[src/rtl/prefix_pkg.sv]
// Shared helpers for the prefix add/sub pipeline: log2, stage count and
// parameter legality, evaluated at elaboration time.
package prefix_pkg;

   localparam int WIDTH_MIN = 4;
   localparam int WIDTH_MAX = 64;

   function automatic int clog2(input int v);
      int r;
      r = 0;
      while ((1 << r) < v) r++;
      return r;
   endfunction

   // One input stage plus one register group per LPS prefix levels (last group may be short).
   function automatic int num_stages(input int width, input int lps);
      return 1 + (clog2(width) + lps - 1) / lps;
   endfunction

   function automatic bit params_ok(input int width, input int lps);
      return (width >= WIDTH_MIN) && (width <= WIDTH_MAX) &&
             ((width & (width - 1)) == 0) &&
             (lps >= 1) && (lps <= clog2(width));
   endfunction

endpackage

[src/rtl/prefix_addsub_pipe_if.sv]
// Operation/result handshake bundle for prefix_addsub_pipe.
interface prefix_addsub_pipe_if #(
   parameter int WIDTH = 16,
   parameter int TAG_W = 4
);
   logic             in_valid;
   logic             in_ready;
   logic [WIDTH-1:0] a;
   logic [WIDTH-1:0] b;
   logic             cin;
   logic             sub;
   logic [TAG_W-1:0] tag_in;
   logic             flush;
   logic             out_valid;
   logic             out_ready;
   logic [WIDTH-1:0] s;
   logic             cout;
   logic             ovf;
   logic [TAG_W-1:0] tag_out;

   modport master (
      output in_valid, a, b, cin, sub, tag_in, flush, out_ready,
      input  in_ready, out_valid, s, cout, ovf, tag_out
   );

   modport slave (
      input  in_valid, a, b, cin, sub, tag_in, flush, out_ready,
      output in_ready, out_valid, s, cout, ovf, tag_out
   );
endinterface

[src/rtl/prefix_cell.sv]
// Kogge-Stone (G,P) combine. The grey variant produces only the group
// generate; its P output is tied low because nothing downstream reads it.
module prefix_cell #(
   parameter bit GREY = 1'b0
) (
   input  logic gh,
   input  logic ph,
   input  logic gl,
   input  logic pl,
   output logic g,
   output logic p
);
   assign g = gh | (ph & gl);

   if (GREY) begin : g_grey
      assign p = 1'b0;
   end else begin : g_black
      assign p = ph & pl;
   end
endmodule

[src/rtl/prefix_addsub_pipe.sv]
// Pipelined Kogge-Stone adder/subtractor with whole-pipe stall, flush and
// an in-order sideband tag; a register closes every LPS prefix levels.
module prefix_addsub_pipe
   import prefix_pkg::*;
#(
   parameter int WIDTH = 16,
   parameter int LPS   = 2,
   parameter int TAG_W = 4
) (
   input logic                 clk,
   input logic                 rst_n,
   prefix_addsub_pipe_if.slave bus
);
   localparam int NLEV   = clog2(WIDTH);
   localparam int L      = num_stages(WIDTH, LPS);
   localparam int STAGES = L - 1;
   localparam int KL     = NLEV - 1;

   if (!params_ok(WIDTH, LPS)) begin : g_bad_params
      $error("prefix_addsub_pipe: illegal WIDTH=%0d LPS=%0d", WIDTH, LPS);
   end

   typedef struct packed {
      logic [WIDTH-1:0] p;
      logic [WIDTH-1:0] g;
      logic             ci;
      logic [TAG_W-1:0] tag;
   } s0_t;

   logic              adv;
   logic              acc;
   logic [STAGES:0]   vld_pipe;

   // The pipe moves as a unit: any slot may advance only if the output slot can.
   assign adv          = bus.out_ready | ~vld_pipe[STAGES];
   assign acc          = bus.in_valid & adv & ~bus.flush;
   assign bus.in_ready = adv;
   assign bus.out_valid = vld_pipe[STAGES];

   always_ff @(posedge clk or negedge rst_n) begin
      if (!rst_n)         vld_pipe <= '0;
      else if (bus.flush) vld_pipe <= '0;
      else if (adv)       vld_pipe <= {vld_pipe[STAGES-1:0], acc};
   end

   // Stage 0: bitwise propagate/generate with b conditionally inverted.
   logic [WIDTH-1:0] b_eff;
   s0_t              s0_q;

   assign b_eff = bus.b ^ {WIDTH{bus.sub}};

   always_ff @(posedge clk) begin
      if (adv) begin
         s0_q.p   <= bus.a ^ b_eff;
         s0_q.g   <= bus.a & b_eff;
         s0_q.ci  <= bus.cin ^ bus.sub;
         s0_q.tag <= bus.tag_in;
      end
   end

   for (genvar k = 0; k < NLEV; k++) begin : g_lvl
      localparam int D = 1 << k;

      logic [WIDTH-1:0] gi, pi, poi, gn, pn;
      logic             cii;
      logic [TAG_W-1:0] tgi;

      if (k == 0) begin : g_first
         // Carry-in folds into bit 0 so every prefix G is a true carry out.
         assign gi  = {s0_q.g[WIDTH-1:1], s0_q.g[0] | (s0_q.p[0] & s0_q.ci)};
         assign pi  = s0_q.p;
         assign poi = s0_q.p;
         assign cii = s0_q.ci;
         assign tgi = s0_q.tag;
      end else begin : g_rest
         assign gi  = g_lvl[k-1].g_nxt.go;
         assign pi  = g_lvl[k-1].g_nxt.po;
         assign poi = g_lvl[k-1].g_nxt.poo;
         assign cii = g_lvl[k-1].g_nxt.cio;
         assign tgi = g_lvl[k-1].g_nxt.tgo;
      end

      for (genvar i = 0; i < WIDTH; i++) begin : g_bit
         if (i >= D) begin : g_cell
            // Once a span reaches bit 0 its P is never consumed again.
            prefix_cell #(.GREY(i < 2 * D)) u_cell (
               .gh (gi[i]),
               .ph (pi[i]),
               .gl (gi[i-D]),
               .pl (pi[i-D]),
               .g  (gn[i]),
               .p  (pn[i])
            );
         end else begin : g_pass
            assign gn[i] = gi[i];
            assign pn[i] = pi[i];
         end
      end

      if (k < NLEV - 1) begin : g_nxt
         logic [WIDTH-1:0] go, po, poo;
         logic             cio;
         logic [TAG_W-1:0] tgo;

         if (((k + 1) % LPS) == 0) begin : g_reg
            always_ff @(posedge clk) begin
               if (adv) begin
                  go  <= gn;
                  po  <= pn;
                  poo <= poi;
                  cio <= cii;
                  tgo <= tgi;
               end
            end
         end else begin : g_wire
            assign go  = gn;
            assign po  = pn;
            assign poo = poi;
            assign cio = cii;
            assign tgo = tgi;
         end
      end
   end

   // Final register holds the architectural result.
   logic [WIDTH-1:0] s_d, s_q;
   logic             cout_d, ovf_d, cout_q, ovf_q;
   logic [TAG_W-1:0] tag_q;

   assign s_d    = g_lvl[KL].poi ^ {g_lvl[KL].gn[WIDTH-2:0], g_lvl[KL].cii};
   assign cout_d = g_lvl[KL].gn[WIDTH-1];
   assign ovf_d  = g_lvl[KL].gn[WIDTH-1] ^ g_lvl[KL].gn[WIDTH-2];

   always_ff @(posedge clk or negedge rst_n) begin
      if (!rst_n) begin
         s_q    <= '0;
         cout_q <= 1'b0;
         ovf_q  <= 1'b0;
         tag_q  <= '0;
      end else if (adv) begin
         s_q    <= s_d;
         cout_q <= cout_d;
         ovf_q  <= ovf_d;
         tag_q  <= g_lvl[KL].tgi;
      end
   end

   assign bus.s       = s_q;
   assign bus.cout    = cout_q;
   assign bus.ovf     = ovf_q;
   assign bus.tag_out = tag_q;

endmodule

[src/flat_wrapper.sv]
// flat-port wrapper written by rule: the top's interface ports become plain ports
module prefix_addsub_pipe_flat import prefix_pkg::*;
#(
   parameter int WIDTH = 16,
   parameter int LPS   = 2,
   parameter int TAG_W = 4
)
  (clk, rst_n, bus_in_valid, bus_a, bus_b, bus_cin, bus_sub, bus_tag_in, bus_flush, bus_out_ready, bus_in_ready, bus_out_valid, bus_s, bus_cout, bus_ovf, bus_tag_out);
  prefix_addsub_pipe_if #(.WIDTH(WIDTH), .TAG_W(TAG_W)) bus_i ();
  input logic clk;
  input logic rst_n;
  input wire logic [$bits(bus_i.in_valid)-1:0] bus_in_valid;
  input wire logic [$bits(bus_i.a)-1:0] bus_a;
  input wire logic [$bits(bus_i.b)-1:0] bus_b;
  input wire logic [$bits(bus_i.cin)-1:0] bus_cin;
  input wire logic [$bits(bus_i.sub)-1:0] bus_sub;
  input wire logic [$bits(bus_i.tag_in)-1:0] bus_tag_in;
  input wire logic [$bits(bus_i.flush)-1:0] bus_flush;
  input wire logic [$bits(bus_i.out_ready)-1:0] bus_out_ready;
  output wire logic [$bits(bus_i.in_ready)-1:0] bus_in_ready;
  output wire logic [$bits(bus_i.out_valid)-1:0] bus_out_valid;
  output wire logic [$bits(bus_i.s)-1:0] bus_s;
  output wire logic [$bits(bus_i.cout)-1:0] bus_cout;
  output wire logic [$bits(bus_i.ovf)-1:0] bus_ovf;
  output wire logic [$bits(bus_i.tag_out)-1:0] bus_tag_out;
  assign bus_i.in_valid = bus_in_valid;
  assign bus_i.a = bus_a;
  assign bus_i.b = bus_b;
  assign bus_i.cin = bus_cin;
  assign bus_i.sub = bus_sub;
  assign bus_i.tag_in = bus_tag_in;
  assign bus_i.flush = bus_flush;
  assign bus_i.out_ready = bus_out_ready;
  assign bus_in_ready = bus_i.in_ready;
  assign bus_out_valid = bus_i.out_valid;
  assign bus_s = bus_i.s;
  assign bus_cout = bus_i.cout;
  assign bus_ovf = bus_i.ovf;
  assign bus_tag_out = bus_i.tag_out;
  prefix_addsub_pipe #(.WIDTH(WIDTH), .LPS(LPS), .TAG_W(TAG_W)) u_core (.clk(clk), .rst_n(rst_n), .bus(bus_i));
endmodule
[config.mk]
export PLATFORM = sky130hd
export DESIGN_NAME = prefix_addsub_pipe_flat
export DESIGN_NICKNAME = d
export VERILOG_FILES = /design/src/rtl/prefix_pkg.sv /design/src/rtl/prefix_addsub_pipe_if.sv /design/src/rtl/prefix_cell.sv /design/src/rtl/prefix_addsub_pipe.sv /design/src/flat_wrapper.sv
export SDC_FILE = /design/constraint.sdc
export NUM_CORES = 1
export LEC_CHECK = 0
export CORE_ASPECT_RATIO = 0.7
export CORE_MARGIN = 2
export CORE_UTILIZATION = 58
export DETAILED_ROUTE_END_ITERATION = 10
export MAX_ROUTING_LAYER = met4
export PLACE_DENSITY_LB_ADDON = 0.25
export SETUP_SLACK_MARGIN = 0.2
export SYNTH_ARGS = -nofsm -noshare
export SYNTH_HDL_FRONTEND = slang
export SYNTH_SLANG_ARGS = --single-unit
[constraint.sdc]
create_clock -name clk -period 4.83 [get_ports clk]
set_input_delay 1.449 -clock clk [delete_from_list [all_inputs] [get_ports clk]]
set_output_delay 1.449 -clock clk [all_outputs]
set_load 0.005 [all_outputs]
==> results by group <==
STA
  – Final period utilization: 85.04%
  – Min cycle time layout: 4107 ps
  – Final hold vios: 0
  – Max transition margin: 29.41%
  – Unrepaired setup endpoints after global routing: no
  – Post-route setup TNS: 0 ps
  – Least-Margin Pin Slew: 1056 ps
  – Final setup violation count: 0
  – Clock Skews: roughly 9.0 ps
  – Final Max Slew Viols: 0
  – Maximum clock frequency: 243.5 MHz

Flow run
  – Max-cap violations: 0

Die
  – Die ar.: 8381 µm²
  – Die width: 108.6 µm
  – Initial Utilization: roughly three fifths
  – Core Box Area: 7352 µm²
  – Die height: 77.20 µm
  – I/O pin count: 67
  – Placement Rows: 26

Drt
  – Routed vias: 2476
  – Drt drc: 0
  – Initial DRT Pass Iterations: 4
  – DR WL/cell: 14.90 µm
  – First DRT Iteration DRCs: 215
  – Average via count per standard cell: 5.105
  – DRT Wirelength: 7.227 mm
  – DRT antenna net count: 0

Clock network
  – Clock Root Buffer: clkbuf_8
  – Worst-Skew Late Latency: 360 ps
  – Htree depth: 3
  – Clk pin slew, worst setup/hold paths: 100 ps
  – TritonCTS clock tree: done
  – Num CTS Buffers: 9
  – Setup bufs post-CTS: 0
  – Clk buf depth: 2
  – CTS hold repair buffers: 0
  – Clk sink count: 111
  – CTS resizes: 0

Worst setup path
  – WS Path Type: in2out
  – CP Data Required Time: 3380 ps
  – Critical Path AT: ~2700 ps
  – CP max FO: 2
  – Crit start category: input pin
  – Endpoint class of the critical path: output port

GRT
  – Initial antenna violation count: 0
  – Grt ovf: 0
  – Total GRT Usage: a little under a fifth
  – Largest net degree at the start of global routing: 59
  – Vias in the first global route: 2343
  – First-pass GRT wire length: between 10 and 15 mm

Power
  – Clk pwr share: 24.0%
  – Logic pwr share: approximately 17%
  – Power per cell area: 413.3 nW/µm²
  – Sequential power share: about 59%
  – Reported net switching power: 0.5516 mW
  – Leakage power figure: 2.186 nW
  – VDD IR-drop max: 187.5 µV
  – Sw Ratio: 24.68%
  – Internal Power: 1.683 mW

Cells and area
  – Fin util: 73.55%
  – Fillers: around 500
  – Ant diodes: 0
  – Final cell count without fillers: between 400 and 500
  – Fraction of layout cells with a size suffix above 1: about 5.7%
  – Area grow syn2layout: 21.82%
  – Post-route cell area: 5408 µm²
  – Final nets: roughly 440

Outcome
  – Outcome: completed

Placed design
  – Post-DP HPWL: between 5 and 6 mm
  – Area after DPL: 5214 µm²
  – GP Congestion: 0.8510
  – Placed Cells: 469
  – # port buffers: 66

Worst hold path
  – HP Class: reg2reg

Yosys
  – Net Count, Synth: about 370
  – YS warnings: 0
  – Synth Area per Inst: 14.41 µm²
  – Yosys reg bits: 111
  – Library cells used by synthesis: 22
  – Sequential-to-total area share from yosys stat: 72.27%
  – Synth Instances: 308
  – Mapped Area: 4439 µm²
-- final cells by class --
type	count	area, µm²	area share [%]
Sequential cell	111	3208	59.32
Multi-Input combinational cell	188	1187	21.96
Timing Repair Buffer	69	683.2	12.63
Clock buffer	9	123.9	2.291
Tap cell	98	122.6	2.267
Clock inverter	7	70.07	1.296
Inverter	3	12.51	0.2314
-- worst max-delay path, cell delays in order --
cell	delay, ps
clkdlybuf4s50_1	420
nor2b_2	190
clkinv_2	80
clkdlybuf4s50_1	520
-- through the flow --
step	hold slack (ps)	worst slack (ps)	power [mW]
6_report	423.3	722.5	2.235
5_1_grt	426.0	667.4	2.346
4_1_cts	424.8	702.5	2.254
3_5_place_dp	407.4	715.4	1.722
3_3_place_gp	402.8	725.6	1.699
2_1_floorplan	400.3	612.1	1.488
-- synthesized netlist by cell type --
master | n | share of area (%)
edfxtp_1 | 86 | 58
nand2_1 | 46 | 3.9
dfrtp_1 | 25 | 14
a21oi_1 | 23 | 2.6
o21ai_1 | 22 | 2.5
xor2_1 | 21 | 4.1
nor2_1 | 19 | 1.6
ha_1 | 16 | 4.5
xnor2_1 | 13 | 2.6
a21o_1 | 12 | 2.0
buf_2 | 5 | 0.56
a31o_1 | 3 | 0.59
nand2b_1 | 3 | 0.42
nor2b_1 | 3 | 0.42
inv_1 | 2 | 0.17
nand3_1 | 2 | 0.23
o21bai_1 | 2 | 0.34
a31o_4 | 1 | 0.39
buf_4 | 1 | 0.17
inv_2 | 1 | 0.084
mux2_4 | 1 | 0.34
nor2b_2 | 1 | 0.20
-- final timing paths --
check / startpoint / to / slack [ps] / depth (start not counted)
min: u_core.g_lvl[0].g_nxt.tgo[2]$_DFFE_PP_ / u_core.g_lvl[1].g_nxt.tgo[2]$_DFFE_PP_ / 420 / 0
max: bus_out_ready / bus_in_ready / 720 / 4
max reg2reg: u_core.vld_pipe[2]$_DFFE_PN0P_ / u_core.bus.cout$_DFFE_PN0P_ / 2640 / 5
max in group asynchronous: rst_n / u_core.bus.s[7]$_DFFE_PN0P_ / 2530 / 1
min in group asynchronous: rst_n / u_core.bus.tag_out[0]$_DFFE_PN0P_ / 1650 / 1
min reg2reg: u_core.g_lvl[0].g_nxt.tgo[2]$_DFFE_PP_ / u_core.g_lvl[1].g_nxt.tgo[2]$_DFFE_PP_ / 420 / 0
-- logic make-up (layout without fill, tap and decap cells) --
family                     after synthesis  count (layout)  share of synthesized area [%]
adders and majority gates               16              16                          4.510
buffers and inverters                    9              88                         0.9864
xor gates and xnor gates                34              34                          6.708
muxes                                    1               1                         0.3381
AOI/OAI and AO/OA                       63              63                          8.428
DFF                                    111             111                          72.27
and+or+nand+nor                         74              74                          6.765
-- routing by layer --
layer / wire, µm / part of all wire (%) / global-route usage [%] / vias to the layer above
li1: - / - / - / 1246
met2: 3189 / 44 / 26.81 / 81
met1: 3592 / 50 / 27.21 / 1147
met4: 27 / 0.37 / 5.000 / 0
met5: 0 / 0 / - / -
met3: 417 / 5.8 / 5.867 / 2
-- power by group through the flow --
| stage | combinational [mW] | clock, mW | sequential (mW) |
|---|---|---|---|
| after floorplan | 0.176 | 0 | 1.31 |
| after global placement | 0.372 | 0 | 1.33 |
| after detailed placement | 0.386 | 0 | 1.34 |
| after CTS | 0.388 | 0.550 | 1.32 |
| after global routing | 0.421 | 0.589 | 1.34 |
| final | 0.382 | 0.537 | 1.32 |
-- cell usage in the layout (no fill, tap or decap) --
cell type,n
edfxtp_1,86
clkdlybuf4s50_1,66
nand2_1,46
dfrtp_1,25
a21oi_1,23
o21ai_1,22
xor2_1,21
nor2_1,19
ha_1,16
xnor2_1,13
a21o_1,12
clkbuf_8,9
nor2b_1,3
nand2b_1,3
a31o_1,3
inv_6,3
buf_4,3
clkinv_2,2
inv_1,2
o21bai_1,2
nand3_1,2
nor2b_2,1
a31o_4,1
mux2_4,1
bufinv_16,1
clkinv_1,1
clkinvlp_2,1
-- sequential cells by signal, indices dropped and copies added, names as in the netlist, 3 cells and up --
| name | flops |
|---|---|
| u_core.vld_pipe | 3 |
| u_core.g_lvl.g_nxt.go | 16 |
| u_core.g_lvl.gi | 15 |
| u_core.bus.s | 16 |
| u_core.g_lvl.g_nxt.tgo | 8 |
| u_core.bus.tag_out | 4 |
| u_core.g_lvl.g_nxt.poo | 32 |
| u_core.g_lvl.g_nxt.po | 12 |
(Power assumes the default switching activity.)
